[src/rtl/imem_loader_pkg.sv]
// Shared types and constants for the instruction-memory loader.
//   state_e        : loader FSM states
//   LEN_BYTES      : bytes in the big-endian word-count header
//   BYTES_PER_WORD : stream bytes per instruction word
//   ADDR_STEP      : byte-address increment between consecutive words
package imem_loader_pkg;

  typedef enum logic [2:0] {
    StIdle,
    StLenHi,
    StLenLo,
    StData,
    StChk,
    StDone,
    StErr
  } state_e;

  localparam int unsigned LEN_BYTES      = 2;
  localparam int unsigned BYTES_PER_WORD = 4;
  localparam int unsigned ADDR_STEP      = 4;

endpackage

[src/rtl/imem_loader_if.sv]
// Bus bundle between the loader, its byte-stream source and the instruction memory.
//   start      : one-cycle pulse requesting a new load
//   byte_in    : stream byte, qualified by byte_valid
//   byte_valid : byte_in valid
//   byte_ready : loader accepts byte_in (transfer = byte_valid & byte_ready at clk edge)
//   wr_en      : instruction-memory write strobe, one cycle per word
//   wr_addr    : byte address of the write
//   wr_data    : instruction word
//   cpu_hold   : 1 keeps the datapath stalled
//   done/error : image loaded / image rejected
// Modports: slave = the loader, master = stream source plus memory/CPU observer.
interface imem_loader_if
  import imem_loader_pkg::*;
#(
  parameter int unsigned AW = 32
) ();

  logic                        start;
  logic [7:0]                  byte_in;
  logic                        byte_valid;
  logic                        byte_ready;
  logic                        wr_en;
  logic [AW-1:0]               wr_addr;
  logic [8*BYTES_PER_WORD-1:0] wr_data;
  logic                        cpu_hold;
  logic                        done;
  logic                        error;

  modport slave (
    input  start, byte_in, byte_valid,
    output byte_ready, wr_en, wr_addr, wr_data, cpu_hold, done, error
  );

  modport master (
    output start, byte_in, byte_valid,
    input  byte_ready, wr_en, wr_addr, wr_data, cpu_hold, done, error
  );

endinterface

[src/rtl/imem_word_packer.sv]
// Big-endian byte-to-word packer.
//   clk, rst_n : clock, asynchronous active-low reset
//   clear      : restart at byte index 0
//   load       : accept byte_in this cycle
//   byte_in    : stream byte
//   word       : assembled word including the byte currently offered (MSB first)
//   word_done  : load of the last byte of a word this cycle
module imem_word_packer
  import imem_loader_pkg::*;
(
  input  logic                        clk,
  input  logic                        rst_n,
  input  logic                        clear,
  input  logic                        load,
  input  logic [7:0]                  byte_in,
  output logic [8*BYTES_PER_WORD-1:0] word,
  output logic                        word_done
);

  localparam int unsigned IdxW = $clog2(BYTES_PER_WORD);

  // Only the earlier bytes of a word need storage; the final byte is taken straight from byte_in.
  logic [8*(BYTES_PER_WORD-1)-1:0] shift_q;
  logic [IdxW-1:0]                 idx_q;

  assign word      = {shift_q, byte_in};
  assign word_done = load && (idx_q == IdxW'(BYTES_PER_WORD - 1));

  always_ff @(posedge clk or negedge rst_n) begin
    if (!rst_n) begin
      shift_q <= '0;
      idx_q   <= '0;
    end else if (clear) begin
      shift_q <= '0;
      idx_q   <= '0;
    end else if (load) begin
      shift_q <= word[8*(BYTES_PER_WORD-1)-1:0];
      idx_q   <= word_done ? '0 : idx_q + IdxW'(1);
    end
  end

endmodule

[src/rtl/imem_loader.sv]
// Instruction-memory loader: receives a length-prefixed byte stream, packs it big-endian into
// words, writes them from BASE_ADDR upward and releases the CPU once the image is complete.
// Stream: LEN_HI, LEN_LO (word count N), 4*N data bytes [, CHK byte].
// Ports:
//   clk, rst_n : clock, asynchronous active-low reset
//   bus        : imem_loader_if.slave (stream handshake, memory write port, status)
// Optional feature: define IMEM_LOADER_CHECKSUM_EN to append an XOR checksum byte to the stream;
// a mismatch rejects the image (words already written stay written).
module imem_loader
  import imem_loader_pkg::*;
#(
  parameter int unsigned   AW        = 32,
  parameter logic [AW-1:0] BASE_ADDR = '0,
  parameter int unsigned   MAX_WORDS = 256
) (
  input logic          clk,
  input logic          rst_n,
  imem_loader_if.slave bus
);

  localparam int unsigned LenW = 8 * LEN_BYTES;
  localparam int unsigned WordW = 8 * BYTES_PER_WORD;

`ifdef IMEM_LOADER_CHECKSUM_EN
  localparam state_e StAfterData = StChk;
`else
  localparam state_e StAfterData = StDone;
`endif

  state_e            state_q, state_d;
  logic              xfer;
  logic              restart;
  logic              len_load;
  logic              data_load;
  logic              word_done;
  logic              last_word;
  logic [WordW-1:0]  word;
  logic [7:0]        len_hi_q;
  logic [LenW-1:0]   len_next;
  logic [LenW-1:0]   len_q;
  logic [LenW-1:0]   word_cnt_q;
  logic              wr_en_q;
  logic [AW-1:0]     wr_addr_q;
  logic [WordW-1:0]  wr_data_q;

  assign xfer      = bus.byte_valid && bus.byte_ready;
  assign data_load = xfer && (state_q == StData);
  assign len_next  = {len_hi_q, bus.byte_in};
  assign last_word = (word_cnt_q == len_q - LenW'(1));

  imem_word_packer u_packer (
    .clk       (clk),
    .rst_n     (rst_n),
    .clear     (len_load),
    .load      (data_load),
    .byte_in   (bus.byte_in),
    .word      (word),
    .word_done (word_done)
  );

`ifdef IMEM_LOADER_CHECKSUM_EN
  logic [7:0] chk_q;

  // Every stream byte before the checksum byte itself contributes.
  always_ff @(posedge clk or negedge rst_n) begin
    if (!rst_n) begin
      chk_q <= '0;
    end else if (restart) begin
      chk_q <= '0;
    end else if (xfer && (state_q != StChk)) begin
      chk_q <= chk_q ^ bus.byte_in;
    end
  end
`endif

  always_ff @(posedge clk or negedge rst_n) begin
    if (!rst_n) begin
      state_q <= StIdle;
    end else begin
      state_q <= state_d;
    end
  end

  always_comb begin
    state_d  = state_q;
    restart  = 1'b0;
    len_load = 1'b0;
    unique case (state_q)
      StIdle, StDone, StErr: begin
        if (bus.start) begin
          state_d = StLenHi;
          restart = 1'b1;
        end
      end
      StLenHi: begin
        if (xfer) state_d = StLenLo;
      end
      StLenLo: begin
        if (xfer) begin
          len_load = 1'b1;
          if (len_next == '0) begin
            state_d = StAfterData;
          end else if (32'(len_next) > MAX_WORDS) begin
            state_d = StErr;
          end else begin
            state_d = StData;
          end
        end
      end
      StData: begin
        if (word_done && last_word) state_d = StAfterData;
      end
      StChk: begin
`ifdef IMEM_LOADER_CHECKSUM_EN
        if (xfer) state_d = (bus.byte_in == chk_q) ? StDone : StErr;
`else
        state_d = StErr;
`endif
      end
      default: state_d = StErr;
    endcase
  end

  always_ff @(posedge clk or negedge rst_n) begin
    if (!rst_n) begin
      len_hi_q   <= '0;
      len_q      <= '0;
      word_cnt_q <= '0;
      wr_en_q    <= 1'b0;
      wr_addr_q  <= BASE_ADDR;
      wr_data_q  <= '0;
    end else begin
      wr_en_q <= word_done;
      if (word_done) wr_data_q <= word;
      // wr_addr_q names the word being written while wr_en is high, then steps past it.
      if (restart) begin
        wr_addr_q <= BASE_ADDR;
      end else if (wr_en_q) begin
        wr_addr_q <= wr_addr_q + AW'(ADDR_STEP);
      end
      if (xfer && (state_q == StLenHi)) len_hi_q <= bus.byte_in;
      if (len_load) begin
        len_q      <= len_next;
        word_cnt_q <= '0;
      end else if (word_done) begin
        word_cnt_q <= word_cnt_q + LenW'(1);
      end
    end
  end

  assign bus.byte_ready = (state_q == StLenHi) || (state_q == StLenLo) ||
                          (state_q == StData)  || (state_q == StChk);
  assign bus.wr_en      = wr_en_q;
  assign bus.wr_addr    = wr_addr_q;
  assign bus.wr_data    = wr_data_q;
  assign bus.done       = (state_q == StDone);
  assign bus.error      = (state_q == StErr);
  assign bus.cpu_hold   = (state_q != StDone);

endmodule

[src/flat_wrapper.sv]
// flat-port wrapper written by rule: the top's interface ports become plain ports
module imem_loader_flat import imem_loader_pkg::*;
#(
  parameter int unsigned   AW        = 32,
  parameter logic [AW-1:0] BASE_ADDR = '0,
  parameter int unsigned   MAX_WORDS = 256
)
  (clk, rst_n, bus_start, bus_byte_in, bus_byte_valid, bus_byte_ready, bus_wr_en, bus_wr_addr, bus_wr_data, bus_cpu_hold, bus_done, bus_error);
  imem_loader_if #(.AW(AW)) bus_i ();
  input logic clk;
  input logic rst_n;
  input wire logic [$bits(bus_i.start)-1:0] bus_start;
  input wire logic [$bits(bus_i.byte_in)-1:0] bus_byte_in;
  input wire logic [$bits(bus_i.byte_valid)-1:0] bus_byte_valid;
  output wire logic [$bits(bus_i.byte_ready)-1:0] bus_byte_ready;
  output wire logic [$bits(bus_i.wr_en)-1:0] bus_wr_en;
  output wire logic [$bits(bus_i.wr_addr)-1:0] bus_wr_addr;
  output wire logic [$bits(bus_i.wr_data)-1:0] bus_wr_data;
  output wire logic [$bits(bus_i.cpu_hold)-1:0] bus_cpu_hold;
  output wire logic [$bits(bus_i.done)-1:0] bus_done;
  output wire logic [$bits(bus_i.error)-1:0] bus_error;
  assign bus_i.start = bus_start;
  assign bus_i.byte_in = bus_byte_in;
  assign bus_i.byte_valid = bus_byte_valid;
  assign bus_byte_ready = bus_i.byte_ready;
  assign bus_wr_en = bus_i.wr_en;
  assign bus_wr_addr = bus_i.wr_addr;
  assign bus_wr_data = bus_i.wr_data;
  assign bus_cpu_hold = bus_i.cpu_hold;
  assign bus_done = bus_i.done;
  assign bus_error = bus_i.error;
  imem_loader #(.AW(AW), .BASE_ADDR(BASE_ADDR), .MAX_WORDS(MAX_WORDS)) u_core (.clk(clk), .rst_n(rst_n), .bus(bus_i));
endmodule
[config.mk]
export PLATFORM = sky130hd
export DESIGN_NAME = imem_loader_flat
export DESIGN_NICKNAME = d
export VERILOG_FILES = /design/src/rtl/imem_loader_pkg.sv /design/src/rtl/imem_loader_if.sv /design/src/rtl/imem_word_packer.sv /design/src/rtl/imem_loader.sv /design/src/flat_wrapper.sv
export SDC_FILE = /design/constraint.sdc
export NUM_CORES = 1
export LEC_CHECK = 0
export CORE_ASPECT_RATIO = 1.2
export CORE_MARGIN = 1.5
export CORE_UTILIZATION = 55
export CTS_BUF_LIST = sky130_fd_sc_hd__clkbuf_16
export DETAILED_ROUTE_END_ITERATION = 10
export PLACE_DENSITY = 0.79
export SETUP_SLACK_MARGIN = 0.1
export SLEW_MARGIN = 20
export SYNTH_ARGS = -nofsm -noshare
export SYNTH_HDL_FRONTEND = slang
export SYNTH_SLANG_ARGS = --single-unit
[constraint.sdc]
create_clock -name clk -period 2.8 [get_ports clk]
set_clock_uncertainty 0.05 [all_clocks]
set_input_delay 0.7 -clock clk [delete_from_list [all_inputs] [get_ports clk]]
set_output_delay 0.7 -clock clk [all_outputs]
set_load 0.05 [all_outputs]
After elaboration in Yosys (flattened, before gate mapping)
Index checks and enable logic that the tools add are counted.
Storage, ports and cells
  bits in registers: 134
  logic and storage cells: 62
  input port bits: 12
  output and inout port bits: 69
Cells by class
  reduce and logical (&&, ||, !) cells: 15
  equal/unequal tests: 13
  add/sub/neg operators: 4
  muxes and demuxes: 20
  order comparisons: 1
Operators with widths (number)
  32-bit two-way mux: 2
  24-bit two-way mux: 2
  32-bit by 3-bit adder with 32-bit output (second input constant): 1
  16-bit two-way mux: 2
  3-bit two-way mux: 6
  16-bit by 1-bit adder with 16-bit output (second input constant): 1
  16-bit equality test: 1
  16-bit by 9-bit > comparator with 1-bit output (second input constant): 1
  16-bit zero test: 1
  16-bit by 1-bit subtractor with 16-bit output (second input constant): 1
  3-bit one-hot mux with 4 select lines: 1
  3-bit equality test (second input constant): 3
  3-bit by 2-bit equality test with 1-bit output (second input constant): 2
  2-bit two-way mux: 3
  2-bit nonzero test: 3
  1-bit logical AND: 5
  1-bit two-way mux: 4
  2-bit by 1-bit != test with 1-bit output (second input constant): 2
  2-bit != test (second input constant): 2
  4-bit AND reduction: 1
  3-bit by 1-bit equality test with 1-bit output (second input constant): 1
  3-bit zero test: 1
  1-bit logical OR: 3
  3-bit != test (second input constant): 1
  3 further kinds: 3

Longest topological paths before layout
  depth after elaboration: 10
  mapped depth: 9

By module
From an unflattened synthesis, not the netlist that was laid out.
Second synthesis, totals
  cell total of the unflattened synthesis: 568
  area, all modules: 6304.8 um^2
By module, submodules not included
  imem_loader: sequential area each 2652.5 um^2, times used 1, area each 5151.2 um^2, cells each 474
  imem_word_packer: sequential area each 650.6 um^2, times used 1, area each 1153.6 um^2, cells each 94

Worst setup path after synthesis
OpenSTA, ideal clock, no wires.
  path kind: reg-to-reg
  from: reg u_core.wr_addr_q[8] (netlist: u_core.bus.wr_addr[8])
  to: reg u_core.wr_addr_q[26] (netlist: u_core.bus.wr_addr[26])
  library setup time: 132 ps
  slack: 436 ps
  clock period less this slack: 2364 ps
  cell stages (with the launch flop): 7
  path buffers: 0
  arrival time: 2182 ps
  data required time: 2618 ps
  cells stage by stage: dfrtp_1 > and4_1 > nand4_1 > nor4_1 > nand3_1 > xor2_1 > nor2_1
Between the ends
  word-level cells in the longest chain between the ends: 3
RTL lines
  from (decl): RTL line imem_loader.sv:43  | logic [AW-1:0] wr_addr_q;
  from (signal assigned): RTL line imem_loader.sv:139  | wr_addr_q <= wr_addr_q + AW'(ADDR_STEP);
  32-bit by 3-bit adder with 32-bit output: RTL line imem_loader.sv:139
  32-bit two-way mux: RTL line imem_loader.sv:138  | end else if (wr_en_q) begin
  32-bit two-way mux: RTL line imem_loader.sv:136  | if (restart) begin
Every way passes these cells. The select of a mux whose other input is x is not followed.
A chain may end at the register's enable or synchronous reset.

Worst setup path in the final report
  from: reg u_core.len_q[6]
  to: reg u_core.state_q[1]
Between the ends
  word-level cells in the longest chain between the ends: 5
RTL lines
  from (decl): RTL line imem_loader.sv:40  | logic [LenW-1:0] len_q;
  from (signal assigned): RTL line imem_loader.sv:143  | len_q <= len_next;
  16-bit by 1-bit subtractor with 16-bit output: RTL line imem_loader.sv:49  | assign last_word = (word_cnt_q == len_q - LenW'(1));
  16-bit equality test: RTL line imem_loader.sv:49
  1-bit logical AND: RTL line imem_loader.sv:111  | if (word_done && last_word) state_d = StAfterData;
  2-bit != test (no line)
  4-bit AND reduction (no line)
  to (signal assigned): RTL line imem_loader.sv:78  | state_q <= StIdle;
  to (signal assigned): RTL line imem_loader.sv:80  | state_q <= state_d;
  to (decl): RTL line imem_loader.sv:30  | state_e state_q, state_d;
Every way passes these cells.

==> out/results.ini <==
[layout]
final_area_um2 = 7950
insertedDiodeCount = 0
area_delta_synth_final_pct = 26.9
nFillCells = 800
final_nets = 719
drive_gt1_share_pct = 16.3
fin_util_pct = 71.7
post_layout_nonfiller_instances = 870

[run]
cap_viol_max_count = 0

[pwr]
pwr-share-clk_pct = 30.0
finalPower_mw = 7.00
swShare_pct = 35.6
switchingPower_mw = 2.50
pwr-share-seq_pct = 38.7
leakagePower_nw = 3.49
p_comb_share_pct = 31.3
ir_drop_mv = 0.634
intPower_mw = 4.51
pwr_density_cell_nw_per_um2 = 881

[synth]
synth.top_cell.area_share_pct = 52.7
synthArstFlopShare_pct = 100
synth_edf_count = 0
synth_most_common_cell = dfrtp_1
synthSimpleGateAreaFrac_pct = 18.7
synth_compound_area_share_pct = 7.85
netlist_instances = 610
ys_seq_elements = 132
yosys_warnings = 0
syn_avg_cell_area_um2 = 10.3
ys_seq_area_share_pct = 52.7
synth_xor_area_share_pct = 7.13
ys_top_cells_by_area = dfrtp_1 53%, mux2_2 9.2%, nand2_1 4.9%
ys.flop_type = dfrtp_1
synth_cell_type_count = 51
syn_area_um2 = 6270
synth_top_family_by_area = simple AND/OR/NAND/NOR gates
synth_top_cell_by_area = dfrtp_1
synth_fa_ha_area_share_pct = 0.799
synthTopCellsByCount = 132 x dfrtp_1, 82 x nand2_1, 52 x nor2_1
muxShareOfSynthArea_pct = 9.96

[routing]
vias = 4895
ant_nets = 0
remaining_drc_errors = 0
drtIter0Drc = 257
firstDrtPassIters = 5
via_per_inst = 5.63
wl_per_cell_um = 16.6
wirelength_um = 14500

[floorplan]
die_w_um = 100
initial_core_util_pct = 56.5
dieHeight_um = 120
dieArea_um2 = 12000
io_pins = 81
rows = 42
core_um2 = 11100

[placed_design]
place_congestion = 0.902
dp_hpwl_um = 9920
place_inst = 838
pre_cts_ws_ns = 0.185
io_buffers = 78
place_area_um2 = 7380

[cts]
post_cts_resized = 0
cts_tree = built
cts_buffer_depth = 2
clock_sinks = 132
htree_levels = 4
post_cts_buffers = 0
clock_latency_ns = 0.41
cts-root-buf = clkbuf_16
clk_pin_slew_worst_paths_ns = 0.06
cts_made_buffers = 17
hold_buffers = 0

[global_routing]
grt_pass1_vias = 5009
grt_max_degree = 57
antenna_found_initial = 0
grt_pass1_wl_um = 24500
overflow = 0
grt_use_total_pct = 26.4

[run_status]
outcome = finished, final reports clean

[sta]
rsz0062_at_grt = false
relSlewSlack_pct = 64.2
fmax_mhz = 403
drv_slew = 0
final_hold_viol_count = 0
tightest_slew_ns = 0.535
fin_ws_ns = 0.316
fin_crit_sh_pct = 88.7
period_needed_ns = 2.48
finalSetupViolations = 0
fin_setup_tns_ns = 0
hold_ws_ns = 0.211

[setup_path]
critical_path.max_fanout = 8
worstSetupStartpointType = register
crit_path_end_kind = register
crit_slowest_cell = or4_4
slowest_delay_ns = 0.58
crit_top_cell = a21oi_1
cp_top_family = simple AND/OR/NAND/NOR gates
cp_num_buf_inv = 0
critical_path_class = reg -> reg
worst_ep_arrival_time_ns = 2.72
cp_cell_sequence = or4_4 -> or4_1 -> a21oi_1 -> a2bb2o_4 -> nor4_4 -> a21oi_1
worstPathRequired_ns = 3.04

[min_path]
worstHoldPathType = in -> async

-- path summary, 6_finish.rpt --
path / startpoint / cells past startpoint / slack [ns] / to
max: u_core.len_q[6] / 6 / 0.32 / u_core.state_q[1]
min: rst_n / 1 / 0.21 / u_core.bus.wr_data[19]
max reg2reg: u_core.len_q[6] / 6 / 0.32 / u_core.state_q[1]
min reg2reg: u_core.u_packer.shift_q[23] / 2 / 0.43 / u_core.u_packer.shift_q[23]
max in group asynchronous: rst_n / 2 / 1.81 / u_core.word_cnt_q[8]
min in group clk: u_core.u_packer.shift_q[23] / 2 / 0.43 / u_core.u_packer.shift_q[23]
-- final cells by class --
class | instances | area [um^2] | area share [%]
Inverter | 15 | 56.3 | 0.708
Tap cell | 154 | 193 | 2.42
Timing Repair Buffer | 102 | 1030 | 12.9
Sequential cell | 132 | 3300 | 41.5
Multi-Input combinational cell | 435 | 2810 | 35.3
Clock inverter | 15 | 143 | 1.79
Clock buffer | 17 | 425 | 5.35
-- placed cells by master (no fill, tap or decap), drive strengths merged, types with 3 or more instances in the layout --
master / Yosys / layout
nor2: 52 / 52
inv: 15 / 16
nand4: 13 / 13
clkinvlp: 0 / 3
mux2i: 5 / 5
o2111ai: 3 / 3
dfrtp: 132 / 132
xor2: 22 / 22
nand3: 25 / 25
mux2: 51 / 51
nor3: 10 / 10
o21ai: 44 / 44
or4: 3 / 3
a21oi: 15 / 15
nor4b: 3 / 3
buf: 7 / 29
or3: 11 / 11
xnor2: 29 / 29
nor2b: 5 / 5
and3: 11 / 11
nand2b: 4 / 4
clkinv: 0 / 9
nor4: 11 / 11
ha: 4 / 4
clkdlybuf4s50: 0 / 72
a21o: 4 / 4
clkbuf: 22 / 17
nand2: 82 / 82
-- state kept, by name, indices dropped and copies added (netlist names) --
name and flops:
u_core.bus.wr_data 32, u_core.bus.wr_addr 30, u_core.u_packer.shift_q 24, u_core.len_q 16, u_core.word_cnt_q 16, u_core.len_hi_q 8
u_core.state_q 3, u_core.u_packer.idx_q 2, u_core.bus.wr_en 1
-- power by group through the flow --
stage | clock network, mW | registers, mW | logic (mW)
global placement | 0 | 2.70 | 2.12
finish | 2.10 | 2.71 | 2.20
detailed placement | 0 | 2.72 | 2.18
floorplan | 0 | 2.87 | 1.27
CTS | 2.13 | 2.70 | 2.20
global route | 2.23 | 2.76 | 2.39
-- cells by family after synthesis --
kind of cell,Yosys count
AO/OA/AOI/OAI,81
XOR/XNOR,51
adder cells (fa/ha/maj),4
buffers and inverters,44
flip-flops,132
multiplexers,56
other,1
AND/OR/NAND/NOR,241
-- per-layer routing --
metal	part of all wire (%)	global-route usage [%]	up-vias
li1	-	-	2305
met1	43	33.5	2415
met2	50	43.8	142
met3	4.4	5.47	33
met4	2.8	11.3	0
met5	0	0	-
No activity file was read; power rests on OpenSTA's default activity.
